<file path="src/rtl/awg_seq_ctrl.sv">
// awg_seq_ctrl: step sequencer for the signal generator controls.
// A table of steps (waveform, frequency, amplitude, phase, dwell, last) is
// written while idle; on start the steps are played in order, each held for
// its dwell count, then the block either stops (done pulse) or wraps to 0.
// Optional frequency sweep within a step: define AWG_SEQ_SWEEP_EN.
//
// Handshake: single-cycle strobes, no backpressure. wr_en is accepted only in
// IDLE (otherwise wr_err pulses on the next cycle). start is accepted only in
// IDLE without stop. stop forces IDLE from RUN or DONE on the next cycle.
`timescale 1ns/1ps
module awg_seq_ctrl #(
  parameter int DEPTH   = 8,
  parameter int DWELL_W = 24,
`ifdef AWG_SEQ_SWEEP_EN
  parameter int SWEEP_DIV = 1024,
`endif
  localparam int AW = $clog2(DEPTH)
) (
  input  logic               clk,
  input  logic               rst_n,
  input  logic               wr_en,
  input  logic [AW-1:0]      wr_addr,
  input  logic [2:0]         wr_wave,
  input  logic [11:0]        wr_freq,
  input  logic [2:0]         wr_amp,
  input  logic [7:0]         wr_phase,
  input  logic [DWELL_W-1:0] wr_dwell,
  input  logic               wr_last,
`ifdef AWG_SEQ_SWEEP_EN
  input  logic [7:0]         wr_finc,
`endif
  input  logic               start,
  input  logic               stop,
  input  logic               loop,
  output logic               wr_err,
  output logic               busy,
  output logic               done,
  output logic               step_strobe,
  output logic [AW-1:0]      step_idx,
  output logic [2:0]         state,
  output logic [11:0]        state_freq,
  output logic [2:0]         state_amp,
  output logic [7:0]         state_phase
);

  typedef enum logic [1:0] {S_IDLE = 2'd0, S_RUN = 2'd1, S_DONE = 2'd2} state_t;

  state_t state_q, state_d;

  // step table
  logic [2:0]         t_wave  [DEPTH];
  logic [11:0]        t_freq  [DEPTH];
  logic [2:0]         t_amp   [DEPTH];
  logic [7:0]         t_phase [DEPTH];
  logic [DWELL_W-1:0] t_dwell [DEPTH];
  logic               t_last  [DEPTH];

  logic               loop_q;
  logic [DWELL_W-1:0] cnt_q;

  logic               wr_accept;
  logic               load;
  logic [AW-1:0]      load_idx;
  logic               go_off;
  logic               done_d;

  logic               bypass;
  logic [2:0]         f_wave;
  logic [11:0]        f_freq;
  logic [2:0]         f_amp;
  logic [7:0]         f_phase;
  logic [DWELL_W-1:0] f_dwell;

`ifdef AWG_SEQ_SWEEP_EN
  localparam int SC_W = (SWEEP_DIV > 1) ? $clog2(SWEEP_DIV) : 1;
  // The entry cycle already counts as the first cycle of the first interval.
  localparam logic [SC_W-1:0] SC_INIT = (SWEEP_DIV > 1) ? SC_W'(1) : SC_W'(0);
  logic [7:0]      t_finc [DEPTH];
  logic [7:0]      f_finc;
  logic [7:0]      finc_q;
  logic [SC_W-1:0] sc_q;
  logic [12:0]     fsum;
  assign fsum = {1'b0, state_freq} + {5'b0, finc_q};
`endif

  assign wr_accept = wr_en && (state_q == S_IDLE);

  // Next-state and step-sequencing decisions.
  always_comb begin
    state_d  = state_q;
    load     = 1'b0;
    load_idx = '0;
    go_off   = 1'b0;
    done_d   = 1'b0;
    case (state_q)
      S_IDLE: begin
        if (start && !stop) begin
          state_d = S_RUN;
          load    = 1'b1;
        end
      end
      S_RUN: begin
        if (stop) begin
          state_d = S_IDLE;
          go_off  = 1'b1;
        end else if (cnt_q == '0) begin
          if (!t_last[step_idx] && (step_idx != AW'(DEPTH - 1))) begin
            load     = 1'b1;
            load_idx = step_idx + AW'(1);
          end else if (loop_q) begin
            load = 1'b1;
          end else begin
            state_d = S_DONE;
            go_off  = 1'b1;
            done_d  = 1'b1;
          end
        end
      end
      S_DONE: begin
        state_d = S_IDLE;
        go_off  = 1'b1;
      end
      default: begin
        state_d = S_IDLE;
        go_off  = 1'b1;
      end
    endcase
  end

  // Entry fetch; a same-cycle write to the fetched entry is forwarded.
  always_comb begin
    bypass  = wr_accept && (wr_addr == load_idx);
    f_wave  = bypass ? wr_wave  : t_wave[load_idx];
    f_freq  = bypass ? wr_freq  : t_freq[load_idx];
    f_amp   = bypass ? wr_amp   : t_amp[load_idx];
    f_phase = bypass ? wr_phase : t_phase[load_idx];
    f_dwell = bypass ? wr_dwell : t_dwell[load_idx];
`ifdef AWG_SEQ_SWEEP_EN
    f_finc  = bypass ? wr_finc  : t_finc[load_idx];
`endif
  end

  // Table storage: cleared on reset, written only when the write is accepted.
  always_ff @(posedge clk) begin
    if (!rst_n) begin
      for (int i = 0; i < DEPTH; i++) begin
        t_wave[i]  <= '0;
        t_freq[i]  <= '0;
        t_amp[i]   <= '0;
        t_phase[i] <= '0;
        t_dwell[i] <= '0;
        t_last[i]  <= 1'b0;
`ifdef AWG_SEQ_SWEEP_EN
        t_finc[i]  <= '0;
`endif
      end
    end else if (wr_accept) begin
      t_wave[wr_addr]  <= wr_wave;
      t_freq[wr_addr]  <= wr_freq;
      t_amp[wr_addr]   <= wr_amp;
      t_phase[wr_addr] <= wr_phase;
      t_dwell[wr_addr] <= wr_dwell;
      t_last[wr_addr]  <= wr_last;
`ifdef AWG_SEQ_SWEEP_EN
      t_finc[wr_addr]  <= wr_finc;
`endif
    end
  end

  // FSM state, dwell counter and registered generator outputs.
  always_ff @(posedge clk) begin
    if (!rst_n) begin
      state_q     <= S_IDLE;
      loop_q      <= 1'b0;
      cnt_q       <= '0;
      busy        <= 1'b0;
      done        <= 1'b0;
      step_strobe <= 1'b0;
      wr_err      <= 1'b0;
      step_idx    <= '0;
      state       <= 3'd7;
      state_freq  <= '0;
      state_amp   <= '0;
      state_phase <= '0;
`ifdef AWG_SEQ_SWEEP_EN
      finc_q      <= '0;
      sc_q        <= '0;
`endif
    end else begin
      state_q     <= state_d;
      busy        <= (state_d == S_RUN);
      done        <= done_d;
      step_strobe <= load;
      wr_err      <= wr_en && (state_q != S_IDLE);
      if ((state_q == S_IDLE) && start && !stop) loop_q <= loop;
      if (load) begin
        step_idx    <= load_idx;
        state       <= f_wave;
        state_freq  <= f_freq;
        state_amp   <= f_amp;
        state_phase <= f_phase;
        cnt_q       <= (f_dwell == '0) ? '0 : f_dwell - DWELL_W'(1);
`ifdef AWG_SEQ_SWEEP_EN
        finc_q      <= f_finc;
        sc_q        <= SC_INIT;
`endif
      end else if (go_off) begin
        step_idx    <= '0;
        state       <= 3'd7;
        state_freq  <= '0;
        state_amp   <= '0;
        state_phase <= '0;
        cnt_q       <= '0;
      end else if (state_q == S_RUN) begin
        cnt_q <= cnt_q - DWELL_W'(1);
`ifdef AWG_SEQ_SWEEP_EN
        if (sc_q == SC_W'(SWEEP_DIV - 1)) begin
          sc_q       <= '0;
          state_freq <= fsum[12] ? 12'hFFF : fsum[11:0];
        end else begin
          sc_q <= sc_q + SC_W'(1);
        end
`endif
      end
    end
  end

endmodule

</file>
<file path="config.mk">
export PLATFORM = sky130hd
export DESIGN_NAME = awg_seq_ctrl
export DESIGN_NICKNAME = d
export VERILOG_FILES = /design/src/rtl/awg_seq_ctrl.sv
export SDC_FILE = /design/constraint.sdc
export NUM_CORES = 1
export LEC_CHECK = 0
export CELL_PAD_IN_SITES_DETAIL_PLACEMENT = 0
export CELL_PAD_IN_SITES_GLOBAL_PLACEMENT = 1
export CORE_AREA = 2 2 305 307
export CTS_CLUSTER_DIAMETER = 80
export DETAILED_ROUTE_END_ITERATION = 6
export DIE_AREA = 0 0 307 309
export GPL_TIMING_DRIVEN = 0
export PLACE_DENSITY = 0.48
export RECOVER_POWER = 100
export SYNTH_ARGS = -nofsm -noshare
export SYNTH_HDL_FRONTEND = slang
export SYNTH_SLANG_ARGS = --single-unit
</file>
<file path="constraint.sdc">
create_clock -name clk -period 10.5 [get_ports clk]
set_clock_uncertainty 0.15 [all_clocks]
set_input_delay 2.1 -clock clk [delete_from_list [all_inputs] [get_ports clk]]
set_output_delay 2.1 -clock clk [all_outputs]
set_load 0.01 [all_outputs]
</file>
==> results.ini <==
[sta]
setup_violations = 0
tns_ns = 0
tightest_slew_ns = 3.65
relSlewSlack_pct = -146
fmax_mhz = 105
setup_slack_ns = 0.990
period_minus_slack_ns = 9.51
finalCritPeriodShare_pct = 90.6
drv_slew = 260
hold_viol = 0
rsz0062_at_grt = no

[route]
vias_per_cell = 4.88
wl_per_cell_um = 25.4
drc = 0
wirelength_um = 88700
ant_nets = 0
drt-pass1-iter-count = 5
drt_iter0_drc = 1434
vias = 17100

[cells_and_area]
n_fill_cell = 9516
fin_area_um2 = 27000
multi_input_area_um2 = 8670
n_antenna_cell = 0
seqCellArea_um2 = 13400
syn_to_final_growth_pct = 18.8
fin_cells = 3495
drive_gt1_share_pct = 6.19
nets = 2330

[synthesis]
synth-seq-cells = 471
synthCells = 2097
synth_xor_area_share_pct = 1.12
yosysWarnings = 0
synth_compound_area_share_pct = 7.57
synth_edf_count = 400
synth-main-ff-cell = edfxtp_1
synthArstFlopShare_pct = 0
synth_area_um2 = 22700
synthAdderAreaFrac_pct = 0.330
synth.mux.area_fraction_pct = 4.43
synthSimpleGateAreaFrac_pct = 24.7
synthesis.nets = 2163
synth-seq-area-share_pct = 59.1
synth_cell_types = 71
synth_top_family_by_area = simple AND/OR/NAND/NOR gates
syn-mean-instance-area_um2 = 10.8

[cts]
clk_pin_slew_ns = 0.06
cts_tree = done
clk_latency_ns = 0.63
cts_post_setup_buffers_inserted = 0
cts_hold_buffers = 0
postCtsResizedCells = 0
ctsHtreeMaxLevel = 2
clockBufferDepth = 3
numCtsBuffers = 56
ctsRootBufferMaster = clkbuf_16
clock_sinks = 471

[power_and_ir_drop]
vdd_drop_max_mv = 0.122
total_power_uw = 4480
leakagePower_uw = 0.00943
power_density_nw_per_um2 = 166

[setup_path]
start_kind = input port
crit_required_ns = 10.86
crit_arrival_ns = 9.87
worstSetupEndpointType = flop
critPathMaxFanout = 10
crit_type = in2reg

[status]
status = complete, but fails checks
violations = max-capacitance violations, max-slew violations

[die]
die_y_um = 309
core_um2 = 91400
ios = 93
die_w_um = 307
die_area_um2 = 94900
num_rows = 111
initial_core_util_pct = 24.9

[placed_design]
port_buffers = 90
hpwlAfterDp_um = 62400
routabilityCongestion = 0.866
dpl_worst_slack_ns = 1.09
placed_cells = 3392
placed_area_um2 = 25600

[grt]
antenna_found_initial = 8
overflow = 0
grt_pass1_vias = 17200
grt_use_total_pct = 18.7
grt_max_degree = 38
grt_pass1_wl_um = 127000

[min_path]
min_path_type = reg2reg

[flow_run]
drv_cap = 13

[layer usage]
metal	wire, um	GRT usage [%]	up-vias	share of wire [%]
li1	-	-	7849	-
met1	39300	25.0	8521	44
met2	42200	31.5	545	48
met3	4600	2.43	136	5.2
met4	2610	5.57	0	2.9
met5	0	0	-	0
[flip-flops by register name, indices dropped and copies added (netlist names), 2 cells and up, named ones only]
name         cells
t_dwell        192
t_freq          96
t_phase         64
cnt_q           24
t_amp           24
t_wave          24
state_freq      12
state_phase      8
t_last           8
state            3
state_amp        3
step_idx         3
state_q          2
[synthesized netlist by cell type (16+ instances only)]
library cell	count	area share (%)
nor2_1	76	1.3
nor4_1	18	0.50
nand3_1	194	4.3
a21oi_1	71	1.6
o22ai_1	25	0.69
xnor2_1	19	0.73
a31oi_1	24	0.66
nand2_1	296	4.9
and2_1	378	10
mux4_2	22	2.2
mux2i_1	32	1.4
mux2_2	17	0.84
edfxtp_1	400	53
dfxtp_1	71	6.3
o21ai_0	93	2.0
nor3_1	40	0.88
nand2b_1	16	0.44
clkbuf_1	128	2.1
[power by group]
| part | internal [uW] | switching, uW |
|---|---|---|
| Combinational | 119 | 270 |
| Clock | 1110 | 835 |
| Sequential | 2110 | 31.0 |
| Total | 3340 | 1140 |
[path summary, 6_finish.rpt]
| path | startpoint | endpoint | slack [ns] | depth (start not counted) |
|---|---|---|---|---|
| worst min-delay path | state_phase[2]$_SDFFE_PN0N_ | state_phase[2]$_SDFFE_PN0N_ | 0.31 | 2 |
| worst max-delay path | stop | cnt_q[20]$_SDFFE_PN0P_ | 0.99 | 20 |
| worst max register to register | cnt_q[18]$_SDFFE_PN0P_ | cnt_q[20]$_SDFFE_PN0P_ | 1.96 | 18 |
| worst min register to register | state_phase[2]$_SDFFE_PN0N_ | state_phase[2]$_SDFFE_PN0N_ | 0.31 | 2 |
[per-stage QoR]
step / hold slack, ns / utilization, %
4_1_cts: 0.317 / 30.0
3_3_place_gp: 0.292 / 27.5
6_report: 0.306 / 29.5
3_5_place_dp: 0.298 / 28.0
5_1_grt: 0.340 / 29.5
2_1_floorplan: 0.285 / -
[critical path, stage by stage]
cell,delay (ns)
dlygate4sd3_1,0.63
nor4b_1,0.30
nand4_1,0.34
or2_2,0.46
nor2_1,0.15
clkbuf_1,0.55
a221oi_1,0.36
nand2_1,0.18
clkbuf_1,0.68
clkbuf_1,0.59
clkbuf_1,0.77
clkbuf_1,0.75
mux2i_1,0.43
ha_1,0.23
o21ai_0,0.09
nor3_1,0.29
a31oi_1,0.19
clkbuf_1,0.33
o221a_1,0.32
o21a_1,0.10
[layout by cell type (no fill, tap or decap), types with 6 or more instances in the layout]
| cell | n |
|---|---|
| a211oi_1 | 8 |
| a21o_1 | 6 |
| a21oi_1 | 71 |
| a2bb2oi_1 | 6 |
| a31oi_1 | 24 |
| and2_0 | 198 |
| and2_1 | 180 |
| buf_1 | 9 |
| buf_2 | 7 |
| clkbuf_1 | 166 |
| clkbuf_16 | 56 |
| clkbuf_8 | 7 |
| clkdlybuf4s50_1 | 53 |
| clkinv_1 | 14 |
| dfxtp_1 | 71 |
| dlygate4sd3_1 | 37 |
| edfxtp_1 | 400 |
| ha_1 | 6 |
| inv_1 | 10 |
| mux2_2 | 17 |
| mux2i_1 | 32 |
| mux4_2 | 22 |
| nand2_1 | 296 |
| nand2b_1 | 16 |
| nand3_1 | 194 |
| nand4_1 | 8 |
| nor2_1 | 76 |
| nor2b_1 | 10 |
| nor3_1 | 40 |
| nor4_1 | 17 |
| o21ai_0 | 93 |
| o22ai_1 | 25 |
| or3_1 | 7 |
| xnor2_1 | 19 |
| xor2_1 | 10 |
[logic make-up after synthesis]
logic type / after synthesis
xor gates and xnor gates: 29
AOI/OAI and AO/OA: 282
adders and majority gates: 6
and+or+nand+nor: 1074
buffers and inverters: 164
DFF: 471
muxes: 71
[final cells by class]
cell class	instances	area share, %
Tap cell	1186	5.50
Multi-Input combinational cell	1462	32.1
Inverter	14	0.195
Timing Repair Buffer	109	3.67
Buffer	150	2.12
Sequential cell	471	49.8
Clock buffer	79	5.77
Clock inverter	24	0.885
(Power assumes the default switching activity.)
